**src/rtl/kbd_cmd_decoder.sv**
```systemverilog
// PS/2 command decoder: turns the validated scancode stream into run-mode control,
// pattern-ID entry, viewport zoom/pan, speed and fixed-length command strobes.
//
//   state      | meaning
//   -----------+----------------------------------------------
//   ST_IDLE    | stopped, digits/tab/shift edit the pattern ID
//   ST_RUNNING | evolution running, pattern entry locked out
//   ST_PAUSED  | evolution halted, can resume or enter MANUAL
//   ST_MANUAL  | movement keys steer the edit cursor
module kbd_cmd_decoder #(
   parameter int GRID_N       = 64,
   parameter int GRID_M       = 64,
   parameter int DIGITS       = 2,
   parameter int PULSE_CYCLES = 65536,
   parameter int MAX_ZOOM     = 5,
   parameter int MAX_SPEED    = 5
) (
   input  logic        clk_in,
   input  logic        reset_n,
   input  logic [7:0]  scancode,
   input  logic        scancode_valid,
   output logic        start,
   output logic        pause,
   output logic        clear,
   output logic        running,
   output logic        manual,
   output logic [3:0]  cursor_move,
   output logic [15:0] file_id,
   output logic        file_id_load,
   output logic [15:0] shift_x,
   output logic [15:0] shift_y,
   output logic [2:0]  scroll,
   output logic [3:0]  evo_left_shift,
   output logic [31:0] dpy_number
);

   localparam int BW = 4 * DIGITS;
   localparam int NW = $clog2(DIGITS + 1);
   localparam int CW = $clog2(PULSE_CYCLES + 1);
   localparam logic [CW-1:0] PULSE_LOAD = CW'(PULSE_CYCLES - 1);
   localparam logic [16:0] GX = 17'(GRID_N);
   localparam logic [16:0] GY = 17'(GRID_M);

   typedef enum logic [1:0] {ST_IDLE, ST_RUNNING, ST_PAUSED, ST_MANUAL} state_t;

   state_t state_q, state_d;
   logic brk_q, brk_d, ext_q, ext_d;
   logic [BW-1:0] buf_q, buf_d, buf_inc, buf_dec;
   logic [NW-1:0] cnt_q, cnt_d;
   logic start_q, start_d, pause_q, pause_d, clear_q, clear_d;
   logic [CW-1:0] pcnt_q, pcnt_d;
   logic [3:0] cursor_move_q, cursor_move_d;
   logic [15:0] file_id_q, file_id_d;
   logic file_id_load_q, file_id_load_d;
   logic [15:0] shift_x_q, shift_x_d, shift_y_q, shift_y_d;
   logic [2:0] scroll_q, scroll_d;
   logic [3:0] evo_q, evo_d;
   logic dig_hit;
   logic [3:0] dig_val;
   logic [3:0] mv_dir;
   logic fire_start, fire_pause, fire_clear, commit;

   function automatic logic [16:0] lim_f(input logic [16:0] g, input logic [2:0] s);
      return g - (g >> s);
   endfunction

   function automatic logic [15:0] clamp_f(input logic [16:0] v, input logic [16:0] lim);
      return (v > lim) ? lim[15:0] : v[15:0];
   endfunction

   function automatic logic [15:0] pan_f(input logic [15:0] v, input logic dec,
                                         input logic inc, input logic [16:0] lim);
      logic [16:0] t;
      t = {1'b0, v};
      if (dec && t != 17'd0) t = t - 17'd1;
      if (inc) t = t + 17'd1;
      return clamp_f(t, lim);
   endfunction

   // Zooming keeps the view centred: the origin moves by a quarter/half of the window.
   function automatic logic [15:0] zin_f(input logic [15:0] v, input logic [16:0] g,
                                         input logic [2:0] s);
      logic [16:0] t;
      t = {1'b0, v} + (g >> ({1'b0, s} + 4'd2));
      return clamp_f(t, lim_f(g, s + 3'd1));
   endfunction

   function automatic logic [15:0] zout_f(input logic [15:0] v, input logic [16:0] g,
                                          input logic [2:0] s);
      logic [16:0] d;
      logic [16:0] t;
      d = g >> ({1'b0, s} + 4'd1);
      t = ({1'b0, v} > d) ? ({1'b0, v} - d) : 17'd0;
      return clamp_f(t, lim_f(g, s - 3'd1));
   endfunction

   function automatic logic [15:0] bcd2bin(input logic [BW-1:0] b);
      logic [15:0] acc;
      acc = '0;
      for (int i = DIGITS - 1; i >= 0; i--) acc = acc * 16'd10 + 16'(b[4*i +: 4]);
      return acc;
   endfunction

   always_comb begin
      dig_hit = 1'b1;
      dig_val = 4'd0;
      case (scancode)
         8'h45: dig_val = 4'd0;
         8'h16: dig_val = 4'd1;
         8'h1E: dig_val = 4'd2;
         8'h26: dig_val = 4'd3;
         8'h25: dig_val = 4'd4;
         8'h2E: dig_val = 4'd5;
         8'h36: dig_val = 4'd6;
         8'h3D: dig_val = 4'd7;
         8'h3E: dig_val = 4'd8;
         8'h46: dig_val = 4'd9;
         default: dig_hit = 1'b0;
      endcase
   end

   // mv_dir: bit0 left, bit1 up, bit2 down, bit3 right
   always_comb begin
      mv_dir = 4'b0000;
      if (ext_q) begin
         case (scancode)
            8'h6B: mv_dir = 4'b0001;
            8'h75: mv_dir = 4'b0010;
            8'h72: mv_dir = 4'b0100;
            8'h74: mv_dir = 4'b1000;
            default: mv_dir = 4'b0000;
         endcase
      end else begin
         case (scancode)
            8'h1C: mv_dir = 4'b0001;
            8'h1D: mv_dir = 4'b0010;
            8'h1B: mv_dir = 4'b0100;
            8'h23: mv_dir = 4'b1000;
            default: mv_dir = 4'b0000;
         endcase
      end
   end

   // Ripple BCD +1/-1; all-nines wraps to zero and zero wraps to all-nines.
   always_comb begin
      logic carry, borrow;
      buf_inc = buf_q;
      buf_dec = buf_q;
      carry   = 1'b1;
      borrow  = 1'b1;
      for (int i = 0; i < DIGITS; i++) begin
         if (carry) begin
            if (buf_q[4*i +: 4] == 4'd9) buf_inc[4*i +: 4] = 4'd0;
            else begin
               buf_inc[4*i +: 4] = buf_q[4*i +: 4] + 4'd1;
               carry = 1'b0;
            end
         end
         if (borrow) begin
            if (buf_q[4*i +: 4] == 4'd0) buf_dec[4*i +: 4] = 4'd9;
            else begin
               buf_dec[4*i +: 4] = buf_q[4*i +: 4] - 4'd1;
               borrow = 1'b0;
            end
         end
      end
   end

   always_comb begin
      state_d        = state_q;
      brk_d          = brk_q;
      ext_d          = ext_q;
      buf_d          = buf_q;
      cnt_d          = cnt_q;
      cursor_move_d  = 4'b0000;
      file_id_d      = file_id_q;
      file_id_load_d = 1'b0;
      shift_x_d      = shift_x_q;
      shift_y_d      = shift_y_q;
      scroll_d       = scroll_q;
      evo_d          = evo_q;
      start_d        = start_q;
      pause_d        = pause_q;
      clear_d        = clear_q;
      pcnt_d         = pcnt_q;
      fire_start     = 1'b0;
      fire_pause     = 1'b0;
      fire_clear     = 1'b0;
      commit         = 1'b0;

      if (scancode_valid) begin
         if (scancode == 8'hF0) brk_d = 1'b1;
         else if (scancode == 8'hE0) ext_d = 1'b1;
         else begin
            brk_d = 1'b0;
            ext_d = 1'b0;
            if (!brk_q) begin
               case (scancode)
                  8'h5A: if (state_q != ST_RUNNING) begin
                     state_d    = ST_RUNNING;
                     fire_start = 1'b1;
                  end
                  8'h4D: if (state_q == ST_RUNNING) begin
                     state_d    = ST_PAUSED;
                     fire_pause = 1'b1;
                  end
                  8'h2D: begin
                     state_d    = ST_IDLE;
                     fire_clear = 1'b1;
                     buf_d      = '0;
                     cnt_d      = '0;
                  end
                  8'h3A: if (state_q == ST_IDLE || state_q == ST_PAUSED) state_d = ST_MANUAL;
                  8'h31: if (state_q == ST_MANUAL) state_d = ST_IDLE;
                  8'h0D: if (state_q != ST_RUNNING) begin
                     buf_d  = buf_inc;
                     cnt_d  = '0;
                     commit = 1'b1;
                  end
                  8'h12: if (state_q != ST_RUNNING) begin
                     buf_d  = buf_dec;
                     cnt_d  = '0;
                     commit = 1'b1;
                  end
                  8'h55: if (scroll_q < 3'(MAX_ZOOM)) begin
                     scroll_d  = scroll_q + 3'd1;
                     shift_x_d = zin_f(shift_x_q, GX, scroll_q);
                     shift_y_d = zin_f(shift_y_q, GY, scroll_q);
                  end
                  8'h4E: if (scroll_q != 3'd0) begin
                     scroll_d  = scroll_q - 3'd1;
                     shift_x_d = zout_f(shift_x_q, GX, scroll_q);
                     shift_y_d = zout_f(shift_y_q, GY, scroll_q);
                  end
                  8'h41: if (evo_q < 4'(MAX_SPEED)) evo_d = evo_q + 4'd1;
                  8'h49: if (evo_q != 4'd0) evo_d = evo_q - 4'd1;
                  default: begin
                     if (dig_hit) begin
                        if (state_q != ST_RUNNING) begin
                           buf_d = BW'({((cnt_q == '0) ? {BW{1'b0}} : buf_q), dig_val});
                           if (cnt_q == NW'(DIGITS - 1)) begin
                              cnt_d  = '0;
                              commit = 1'b1;
                           end else cnt_d = cnt_q + NW'(1);
                        end
                     end else if (mv_dir != 4'b0000) begin
                        if (state_q == ST_MANUAL) cursor_move_d = mv_dir;
                        else begin
                           shift_x_d = pan_f(shift_x_q, mv_dir[0], mv_dir[3], lim_f(GX, scroll_q));
                           shift_y_d = pan_f(shift_y_q, mv_dir[1], mv_dir[2], lim_f(GY, scroll_q));
                        end
                     end
                  end
               endcase
            end
         end
      end

      if (commit) begin
         file_id_d      = bcd2bin(buf_d);
         file_id_load_d = 1'b1;
         shift_x_d      = '0;
         shift_y_d      = '0;
         scroll_d       = '0;
         evo_d          = 4'd2;
      end

      // A new command always wins over expiry of the current strobe.
      if (fire_start || fire_pause || fire_clear) begin
         start_d = fire_start;
         pause_d = fire_pause;
         clear_d = fire_clear;
         pcnt_d  = PULSE_LOAD;
      end else if (start_q || pause_q || clear_q) begin
         if (pcnt_q == '0) begin
            start_d = 1'b0;
            pause_d = 1'b0;
            clear_d = 1'b0;
         end else pcnt_d = pcnt_q - CW'(1);
      end
   end

   always_ff @(posedge clk_in or negedge reset_n) begin
      if (!reset_n) begin
         state_q        <= ST_IDLE;
         brk_q          <= 1'b0;
         ext_q          <= 1'b0;
         buf_q          <= '0;
         cnt_q          <= '0;
         start_q        <= 1'b0;
         pause_q        <= 1'b0;
         clear_q        <= 1'b0;
         pcnt_q         <= '0;
         cursor_move_q  <= 4'b0000;
         file_id_q      <= '0;
         file_id_load_q <= 1'b0;
         shift_x_q      <= '0;
         shift_y_q      <= '0;
         scroll_q       <= '0;
         evo_q          <= '0;
      end else begin
         state_q        <= state_d;
         brk_q          <= brk_d;
         ext_q          <= ext_d;
         buf_q          <= buf_d;
         cnt_q          <= cnt_d;
         start_q        <= start_d;
         pause_q        <= pause_d;
         clear_q        <= clear_d;
         pcnt_q         <= pcnt_d;
         cursor_move_q  <= cursor_move_d;
         file_id_q      <= file_id_d;
         file_id_load_q <= file_id_load_d;
         shift_x_q      <= shift_x_d;
         shift_y_q      <= shift_y_d;
         scroll_q       <= scroll_d;
         evo_q          <= evo_d;
      end
   end

   assign start          = start_q;
   assign pause          = pause_q;
   assign clear          = clear_q;
   assign running        = (state_q == ST_RUNNING);
   assign manual         = (state_q == ST_MANUAL);
   assign cursor_move    = cursor_move_q;
   assign file_id        = file_id_q;
   assign file_id_load   = file_id_load_q;
   assign shift_x        = shift_x_q;
   assign shift_y        = shift_y_q;
   assign scroll         = scroll_q;
   assign evo_left_shift = evo_q;
   assign dpy_number     = 32'(buf_q);

endmodule

```
**config.mk**
```make
export PLATFORM = sky130hd
export DESIGN_NAME = kbd_cmd_decoder
export DESIGN_NICKNAME = d
export VERILOG_FILES = /design/src/rtl/kbd_cmd_decoder.sv
export SDC_FILE = /design/constraint.sdc
export NUM_CORES = 1
export LEC_CHECK = 0
export CORE_MARGIN = 8
export CORE_UTILIZATION = 61
export CTS_CLUSTER_SIZE = 8
export DETAILED_ROUTE_END_ITERATION = 12
export PLACE_DENSITY_LB_ADDON = 0.2
export SLEW_MARGIN = 40
export SYNTH_ARGS = -nofsm -noshare
export SYNTH_HDL_FRONTEND = slang
export SYNTH_SLANG_ARGS = --single-unit
```
**constraint.sdc**
```tcl
create_clock -name clk_in -period 7.1 [get_ports clk_in]
set_clock_uncertainty 0.05 [all_clocks]
set_input_delay 1.065 -clock clk_in [delete_from_list [all_inputs] [get_ports clk_in]]
set_output_delay 1.065 -clock clk_in [all_outputs]
set_load 0.1 [all_outputs]
```
==> impl_results.md <==
* Row cnt at 54
* Max Slew Vio Count at 0
* Hpwl dp at 39.6 mm
* Switching Power at 4220 µW
* Post-Place Cell Area at 0.0143 mm²
* Met2 usage at 57.1%
* Total power at 6990 µW
* Area grow syn2layout at 7.72%
* Final worst-path cycle share at 93.7%
* CTS tree: yes
* DR pass1 iterations at 5
* Min Tclk post-route at 6.65 ns
* RSZ-0062 raised after global routing: no
* Critical path class: input pin to register
* H-tree levels at 3
* Final hold violations at 0
* Max IR drop VDD at 0.000490 V
* Pint at 2780 µW
* Fillers at 1,953
* Clock sinks at 87
* Clock Power Share at 7.5%
* PortBufs at 76
* CP Capture Type: register
* Slew margin rel. at 41.7%
* Synthesized area at 0.0136 mm²
* Final hold slack at 0.425 ns
* Synth Warn # at 0
* Met1 Use GR at 49.0%
* CP Cell Sequence: clkdlybuf4s50_1, buf_4, nor4b_2, o2111a_2, nand2b_1, o21ai_0, ha_1, nand2_1, nor4_2, nand3_1, xnor2_1, inv_1, ha_1, nand4_1, nor3_1, o21ai_0, a21oi_1, clkinv_1, mux2_2, a222oi_1, o21ai_0
* EDFF count, synth at 0
* Multi-input logic area at 0.0106 mm²
* Max Cap Viol at 0
* # diodes at 0
* Switch share at 60.3%
* Max Clock Freq at 150 MHz
* Final nets at 2,006
* Gr busiest metal: met2
* Die Footprint at 0.0272 mm²
* Via/cell ratio at 7.00
* Largest net degree at the start of global routing at 73
* Via count at 14,800
* Sequential area share after synthesis at 16.1%
* Sequential Area at 0.00218 mm²
* Die Width at 165 µm
* Total Neg Setup Slack at 0 ns
* CTS Root Cell: clkbuf_16
* Initial core utilization at 62.1%
* Syn Area/Cell at 7.66 µm²
* Residual DRC at 0
* Hold-fix buffers, CTS at 0
* Total global routing overflow at 0
* Clock Path Buffers at 2
* Status: finished, final reports clean
* First-pass GRT wire length at 78.4 mm
* Layout cells sized above 1 at 10.7%
* Worst Path Max Fanout at 16
* Routed Antenna Nets at 0
* Die height at 165 µm
* Setup-failing EPs final at 0
* Worst Tran Pin Value at 0.875 ns
* Element type at the critical path start: input pin
* Crit path top cell by count: o21ai_0
* Vias in the first global route at 13,700
* Flop pwr share at 11.6%
* Core ar. at 0.0218 mm²
* Cell count after synthesis at 1,770
* Synth async-reset ratio at 100%
* Combinational Power Share at 80.9%
* Crit-path slowest cell: clkdlybuf4s50_1
* Req. time, crit path at 7.27 ns
* Power Density at 479 mW/mm²
* Num ports at 108
* Grt met3 use at 7.86%
* Worst R2R Path Depth at 22
* Post-synth cell types at 100
* WL final at 51.3 mm
* Clock transition at the registers of the reported paths at 0.08 ns
* Routability Congestion at 1.03
* HP Class: register to register
* Leak at 0.00659 µW
* Post-route core utilization at 66.9%
* Synth Register Bits at 87
* DR WL/cell at 24.4 µm
* Starting DRT DRC Count at 1,884
* Crit path DAT at 6.82 ns
* Top_reg_cell synth: dfrtp_1
* Final Cell Area at 0.0146 mm²
* Cell depth of the worst hold path at 2
* Clock Latency Late Sink at 0.37 ns
* CP max stage delay at 0.59 ns
* Antenna violations before repair at 0
* Number of CTS-inserted buffers at 9
* GRT Total Usage at 37.1%
-- cell type report --
cell class                 count  share of cell area, %
multi-input combinational   1502                   72.6
sequential                    87                   14.9
timing repair buffer         128                   5.63
inverter                      94                   2.42
tap                          280                   2.40
clock buffer                  10                   1.57
clock inverter                 6                  0.523
-- repair_timing --
item / 4_1_cts / 5_1_grt
setup buffers: 0 / 0
endpoints found under the setup margin: 0 / 1
gates resized for setup: 0 / 1
-- final timing paths --
| path | from | to | slack (ns) |
|---|---|---|---|
| max | scancode[3] | shift_y[5]$_DFFE_PN0P_ | 0.45 |
| min | file_id[8]$_DFFE_PN0P_ | file_id[8]$_DFFE_PN0P_ | 0.43 |
| max reg2reg | scroll[1]$_DFFE_PN0P_ | shift_x[4]$_DFFE_PN0P_ | 0.75 |
| min reg2reg | file_id[8]$_DFFE_PN0P_ | file_id[8]$_DFFE_PN0P_ | 0.43 |
| max in group asynchronous | reset_n | file_id[1]$_DFFE_PN0P_ | 5.49 |
| min in group asynchronous | reset_n | scroll[0]$_DFFE_PN0P_ | 0.51 |
-- synthesized netlist by cell type, drive strengths merged, types with 20 or more instances --
library cell | instances | share of area, %
mux2i | 34 | 2.5
nand2 | 153 | 4.2
clkbuf | 70 | 1.9
buf | 47 | 2.4
ha | 166 | 15
nor2 | 121 | 3.4
nor2b | 27 | 1.2
inv | 91 | 2.5
a21o | 36 | 2.0
o211ai | 21 | 1.2
a211oi | 20 | 1.2
xor2 | 39 | 2.5
xnor2 | 82 | 5.3
nor3 | 60 | 2.3
and2 | 22 | 1.0
a21oi | 121 | 4.5
and3 | 21 | 0.97
nor4 | 28 | 1.5
nand3 | 60 | 2.3
or3 | 31 | 1.4
dfrtp | 87 | 16
nand4 | 26 | 1.2
o21ai | 105 | 3.9
-- registers in the layout (all words and copies together) (netlist names), 2 cells and up --
register        count
pcnt_q             17
shift_x            16
shift_y            16
file_id             9
buf_q               8
cursor_move         4
evo_left_shift      4
scroll              3
cnt_q               2
state_q             2
-- power by group through the flow --
stage               Combinational [µW]  Clock [µW]  Sequential [µW]
global route                      6080         541              825
floorplan                         3530           0             1360
finish                            5650         525              812
CTS                               5490         526              799
global placement                  5450           0              806
detailed placement                5460           0              808
-- through the flow --
| stage | setup slack, ns | std cells |
|---|---|---|
| finish | 0.449 | 2107 |
| CTS | 0.421 | 2107 |
| floorplan | 0.835 | 1800 |
| global placement | 0.232 | 2091 |
| global route | 0.208 | 2107 |
| detailed placement | 0.0577 | 2091 |
-- worst max-delay path, delay by kind of cell --
| kind | cells | cell delay, ns |
|---|---|---|
| compound gates | 6 | 1.49 |
| xor+xnor | 1 | 0.29 |
| fa+ha+maj | 2 | 0.54 |
| buf+inv | 4 | 1.27 |
| mux | 1 | 0.38 |
| simple gates | 7 | 1.77 |
-- per-layer routing --
metal	wire, µm	vias up
met2	22100	1020
met3	6430	203
li1	-	6599
met4	2630	0
met1	20100	6930
met5	0	-
-- placed cells by master, fill, tap and decap left out, drive strengths merged, types with 12 or more instances in the layout --
| master | netlist | layout |
|---|---|---|
| o31ai | 15 | 15 |
| nor4 | 28 | 28 |
| o211ai | 21 | 21 |
| nor2 | 121 | 121 |
| mux2 | 14 | 14 |
| mux2i | 34 | 34 |
| conb | 1 | 31 |
| inv | 91 | 94 |
| a211oi | 20 | 20 |
| ha | 166 | 166 |
| dfrtp | 87 | 87 |
| o22ai | 15 | 15 |
| and4 | 13 | 13 |
| buf | 47 | 119 |
| nand4 | 26 | 26 |
| nand3 | 60 | 60 |
| a21oi | 121 | 121 |
| a31oi | 14 | 14 |
| or4 | 14 | 14 |
| o21ai | 105 | 105 |
| nor2b | 27 | 27 |
| nor3 | 60 | 60 |
| nand2b | 17 | 17 |
| and2 | 22 | 22 |
| nand2 | 153 | 153 |
| and3 | 21 | 21 |
| a21o | 36 | 36 |
| or3 | 31 | 31 |
| xor2 | 39 | 39 |
| xnor2 | 82 | 82 |
| o21a | 12 | 12 |
-- cell families (layout without fill, tap and decap cells) --
kind of cell    count (synthesis)  count (layout)  synth area share (%)
fa+ha+maj                     173             173                  16.4
buf+inv                       211             238                  6.93
simple gates                  649             649                  25.4
mux                            48              48                  3.67
flops                          87              87                  16.1
compound gates                480             480                  23.7
xor+xnor                      121             121                  7.82
other cells                     1              31                0.0277
Note: power is estimated with default switching activity, not from simulation.
